--- config.mk ---
export PLATFORM = sky130hd
export DESIGN_NAME = dev_gpo_pulse
export DESIGN_NICKNAME = d
export VERILOG_FILES = /design/src/rtl/dev_gpo_pulse.sv
export SDC_FILE = /design/constraint.sdc
export NUM_CORES = 1
export LEC_CHECK = 0
export CORE_MARGIN = 2
export CORE_UTILIZATION = 58
export DETAILED_ROUTE_END_ITERATION = 12
export PLACE_DENSITY = 0.8
export RECOVER_POWER = 100
export SYNTH_ARGS = -nofsm -noshare
export SYNTH_HDL_FRONTEND = slang
export SYNTH_SLANG_ARGS = --single-unit
--- constraint.sdc ---
create_clock -name CLK -period 2.7 [get_ports CLK]
set_input_delay 0.27 -clock CLK [delete_from_list [all_inputs] [get_ports CLK]]
set_output_delay 0.27 -clock CLK [all_outputs]
set_load 0.02 [all_outputs]
--- src/rtl/dev_gpo_pulse.sv ---
// Wishbone general-purpose output port with atomic set/clear/toggle writes,
// auto-clearing timed pulses on any bit, and full register readback.
module dev_gpo_pulse #(
    parameter int W         = 8,
    parameter int CW        = 16,
    parameter int PULSE_DEF = 1000
) (
    input  logic          CLK,
    input  logic          RST_N,
    input  logic          CYC,
    input  logic          STB,
    input  logic          WE,
    input  logic [2:0]    ADR,
    input  logic [31:0]   DAT_I,
    output logic [31:0]   DAT_O,
    output logic          ACK,
    output logic [W-1:0]  dout
);

    localparam logic [CW-1:0] PLEN_RST = CW'(PULSE_DEF);

    localparam logic [2:0] ADR_DATA  = 3'd0;
    localparam logic [2:0] ADR_SET   = 3'd1;
    localparam logic [2:0] ADR_CLR   = 3'd2;
    localparam logic [2:0] ADR_TOG   = 3'd3;
    localparam logic [2:0] ADR_PLEN  = 3'd4;
    localparam logic [2:0] ADR_PULSE = 3'd5;

    logic                   ack_reg;
    logic                   ack_next;
    logic [31:0]            dat_o_reg;
    logic [31:0]            dat_o_next;
    logic [W-1:0]           dout_reg;
    logic [W-1:0]           dout_next;
    logic [CW-1:0]          plen_reg;
    logic [CW-1:0]          plen_next;
    logic [W-1:0][CW-1:0]   cnt_reg;
    logic [W-1:0][CW-1:0]   cnt_next;
    logic [W-1:0]           active;
    logic [31:0]            rd_word;

    logic acc;
    logic wr_en;
    logic rd_en;
    logic wr_data;
    logic wr_set;
    logic wr_clr;
    logic wr_tog;
    logic wr_plen;
    logic pulse_load;

    // Upper data bits are ignored when W or CW is narrower than the bus.
    logic unused_dat;
    assign unused_dat = ^DAT_I;

    // ACK itself blocks acceptance, so a held request acks every other cycle.
    assign acc   = CYC & STB & ~ack_reg;
    assign wr_en = acc & WE;
    assign rd_en = acc & ~WE;

    assign wr_data    = wr_en && (ADR == ADR_DATA);
    assign wr_set     = wr_en && (ADR == ADR_SET);
    assign wr_clr     = wr_en && (ADR == ADR_CLR);
    assign wr_tog     = wr_en && (ADR == ADR_TOG);
    assign wr_plen    = wr_en && (ADR == ADR_PLEN);
    assign pulse_load = wr_en && (ADR == ADR_PULSE) && (plen_reg != '0);

    assign ack_next = acc;

    // Per-bit output and pulse counter; any write selecting a bit overrides
    // that bit's expiry in the same cycle.
    generate
        for (genvar gi = 0; gi < W; gi++) begin : g_bit
            logic          sel;
            logic          dout_b;
            logic [CW-1:0] cnt_b;

            assign sel = DAT_I[gi];

            always_comb begin
                dout_b = dout_reg[gi];
                cnt_b  = cnt_reg[gi];
                if (wr_data) begin
                    dout_b = DAT_I[gi];
                    cnt_b  = '0;
                end else if (wr_set && sel) begin
                    dout_b = 1'b1;
                    cnt_b  = '0;
                end else if (wr_clr && sel) begin
                    dout_b = 1'b0;
                    cnt_b  = '0;
                end else if (wr_tog && sel) begin
                    dout_b = ~dout_reg[gi];
                    cnt_b  = '0;
                end else if (pulse_load && sel) begin
                    dout_b = 1'b1;
                    cnt_b  = plen_reg;
                end else if (cnt_reg[gi] == CW'(1)) begin
                    dout_b = 1'b0;
                    cnt_b  = '0;
                end else if (cnt_reg[gi] != '0) begin
                    cnt_b = cnt_reg[gi] - CW'(1);
                end
            end

            assign dout_next[gi] = dout_b;
            assign cnt_next[gi]  = cnt_b;
            assign active[gi]    = (cnt_reg[gi] != '0);
        end
    endgenerate

    assign plen_next = wr_plen ? DAT_I[CW-1:0] : plen_reg;

    always_comb begin
        rd_word = '0;
        case (ADR)
            ADR_DATA, ADR_SET, ADR_CLR, ADR_TOG: rd_word[W-1:0] = dout_reg;
            ADR_PLEN:                            rd_word[CW-1:0] = plen_reg;
            ADR_PULSE:                           rd_word[W-1:0] = active;
            default:                             rd_word = '0;
        endcase
    end

    assign dat_o_next = rd_en ? rd_word : dat_o_reg;

    always_ff @(posedge CLK or negedge RST_N) begin
        if (!RST_N) begin
            ack_reg   <= 1'b0;
            dat_o_reg <= '0;
            dout_reg  <= '0;
            plen_reg  <= PLEN_RST;
            cnt_reg   <= '0;
        end else begin
            ack_reg   <= ack_next;
            dat_o_reg <= dat_o_next;
            dout_reg  <= dout_next;
            plen_reg  <= plen_next;
            cnt_reg   <= cnt_next;
        end
    end

    assign ACK   = ack_reg;
    assign DAT_O = dat_o_reg;
    assign dout  = dout_reg;

endmodule

==> results.py <==
metrics = {
    "timing": {
        "setup_viol": 0,
        "rsz0062_at_grt": "no",
        "slew_headroom_pct": -20.55,
        "slew_violations": 70,
        "skew_ns": 0.01031,
        "hold_viol_final": 0,
        "setup_tns_ns": 0,
        "min_period_over_period_pct": 94.56,
        "fmax_ghz": 0.3917,
        "fin_crit_ns": 2.553,
        "tightest_slew_ns": 1.808,
    },
    "final_layout": {
        "fin_util_pct": 67.11,
        "area_growth_pct": 14.51,
        "drive_gt1_share_pct": 12.77,
        "n_antenna_cell": 0,
        "largest_register_ffs": 128,
        "instances_no_fill": 1384,
        "num-nets-final": 1209,
    },
    "placed_design": {
        "place_inst": 1351,
        "hpwlAfterDp_microns": 17960,
        "gp_congestion": 0.8926,
        "portBuffers": 48,
    },
    "critical_path": {
        "critical_path_arrival_ns": 2.86,
        "crit_type": "reg2reg",
        "cp_max_fo": 14,
        "crit_required_ns": 3.01,
        "cp-start-kind": "register",
        "end_kind": "register",
    },
    "route": {
        "routed_wl_microns": 27280,
        "vias": 8610,
        "drc": 0,
        "drtPass1Iterations": 5,
        "viasPerCell": 6.221,
        "drtAntennaViolNets": 0,
        "avgRoutedWirePerCell_microns": 19.71,
        "first_iter_violations": 822,
    },
    "synth": {
        "synthArstFlopShare_pct": 100.0,
        "synth_ff_type": "dfrtp_1",
        "yosysTopAreaCellShare_pct": 40.66,
        "avgSynthCellArea_sq_um": 9.305,
        "yosys_register_bits": 169,
        "synth_area_leaders": "dfrtp_1 41%, a22oi_1 7.1%, nor2_1 6.0%",
        "ys_seq_area_share_pct": 42.24,
        "synth_area_sq_mm": 0.01003,
        "syn_inst": 1078,
        "synth_edf_count": 0,
        "ys_types": 77,
        "synth_warnings": 0,
        "synth_top_cell_by_area": "dfrtp_1",
    },
    "power_and_ir_drop": {
        "power.share.clock_pct": 22.7,
        "switchingPower_uw": 4788,
        "powerDensity_mw_per_mm2": 1056,
        "p_int_uw": 7337,
        "p_sw_share_pct": 39.49,
        "p_seq_share_pct": 38.5,
        "p_comb_share_pct": 38.8,
        "vdd_drop_max_uv": 618.2,
        "power_leakage_uw": 0.005315,
    },
    "outcome": {
        "violations": "max-capacitance violations, max-slew violations",
        "status": "finished with violations",
    },
    "floorplan": {
        "die_area_sq_mm": 0.01836,
        "core.rowCount": 48,
        "coreArea_sq_mm": 0.01712,
        "start_util_pct": 58.60,
        "fp.dieH_microns": 135.5,
        "die_w_microns": 135.5,
        "io_pins": 81,
    },
    "cts": {
        "clk_path_buf_depth": 2,
        "numCtsBuffers": 17,
        "htree_levels": 4,
        "cts_setup_buffers": 0,
        "insertion_delay_ns": 0.44,
        "clkSinkCount": 169,
        "path_clk_slew_ns": 0.07,
        "root_buffer": "clkbuf_16",
        "cts_tree": "yes",
    },
    "global_route": {
        "grt_pass1_vias": 8343,
        "antenna_found_initial": 0,
        "grt_start_max_net_pins": 71,
        "grt_pass1_wl_microns": 44200,
        "grtUsageTotal_pct": 31.07,
        "grt_overflow_total": 0,
    },
    "worst_hold_path": {
        "min_path_type": "in2reg",
    },
    "flow_run": {
        "maxCapViolCount": 1,
    },
}
critical path, stage by stage, from the launching register on:
cell and delay (ns):
dfrtp_1 0.44, or4_1 0.59, nor3_1 0.64, and4bb_1 0.32, o32a_2 0.33, nor2_1 0.09
metal layers:
layer	GRT usage (%)	vias up	part of all wire (%)
li1	-	3928	-
met1	43.13	4245	42
met2	49.86	377	47
met3	5.686	60	8.1
met4	9.780	0	2.9
met5	0	-	0
power groups by stage:
stage                     clock [uW]  combinational [uW]  sequential (uW)
after floorplan                    0                3420             4510
after global placement             0                4470             4610
after detailed placement           0                4660             4650
after CTS                       2770                4730             4640
after global routing            2900                5240             4790
final                           2750                4710             4660
cell type report:
cell class / count / area [sq um]
clock buffer: 18 / 439.2
multi-input combinational: 832 / 5340
inverter: 21 / 78.83
tap: 225 / 281.5
timing repair buffer: 105 / 890.9
clock inverter: 14 / 219.0
fill: 1331 / 5630
sequential: 169 / 4237
cells by family (layout without fill, tap and decap cells):
kind of cell / count (synthesis) / count (layout) / synth area share [%]
and+or+nand+nor: 444 / 444 / 23.77
AOI/OAI and AO/OA: 227 / 227 / 15.24
DFF: 169 / 169 / 42.24
xor gates and xnor gates: 104 / 104 / 9.081
buffers and inverters: 92 / 158 / 4.740
adders and majority gates: 23 / 23 / 2.869
muxes: 18 / 18 / 2.021
other: 1 / 16 / 0.03738
worst paths after layout:
path / startpoint / slack, ns / endpoint / cells after the start
min in group asynchronous: RST_N / 0.87 / cnt_reg[73]$_DFFE_PN0P_ / 2
max in group asynchronous: RST_N / 0.56 / plen_reg[5]$_DFFE_PN1P_ / 3
setup reg to reg: cnt_reg[87]$_DFFE_PN0P_ / 0.15 / cnt_reg[95]$_DFFE_PN0P_ / 5
hold / removal: DAT_I[10] / 0.45 / plen_reg[10]$_DFFE_PN0P_ / 2
setup / recovery: cnt_reg[87]$_DFFE_PN0P_ / 0.15 / cnt_reg[95]$_DFFE_PN0P_ / 5
hold reg to reg: DAT_O[11]$_DFFE_PN0P_ / 0.46 / DAT_O[11]$_DFFE_PN0P_ / 2
synth_stat cells (all sizes together), types with 7 or more instances:
library cell	n
a21oi	30
a22oi	95
a31oi	7
a32oi	7
buf	43
clkbuf	28
dfrtp	163
ha	23
inv	20
mux2	18
nand2	97
nand2b	10
nand3	27
nor2	165
nor3	31
nor3b	17
nor4	35
o21ai	57
or3	9
or4	9
xnor2	39
xor2	65
through the flow:
step / area (sq um) / worst slack, ns / total power [uW] / hold WS, ns
after global placement: 10890 / 0.03091 / 9074 / 0.3259
after detailed placement: 10890 / 0.007614 / 9313 / 0.3307
after global routing: 11490 / 0.07316 / 12930 / 0.4509
final: 11490 / 0.1468 / 12120 / 0.4466
after CTS: 11560 / 0.09103 / 12140 / 0.4272
after floorplan: 10090 / 0.5503 / 7929 / -0.02559
cells in the final DEF (no fill, tap or decap), types with 7 or more instances in the layout:
cell / count
nor3b_1: 12
inv_1: 20
clkdlybuf4s50_1: 20
nand3_1: 26
a21oi_1: 23
nor3_1: 31
buf_4: 47
conb_1: 16
nor2_1: 161
nand2_1: 97
xnor2_1: 39
dlygate4sd3_1: 28
or3_1: 9
dfrtp_1: 163
clkbuf_16: 17
mux2_2: 18
nor4_1: 28
a22oi_1: 95
ha_1: 23
xor2_1: 65
a32oi_1: 7
nand2b_1: 10
o21ai_0: 55
repair_timing:
item                       CTS  global route
setup endpoints to repair    7            33
resized for setup            1             5
hold buffers                 1             0
hold endpoints to repair    67             0
Note: power is estimated with default switching activity, not from simulation.
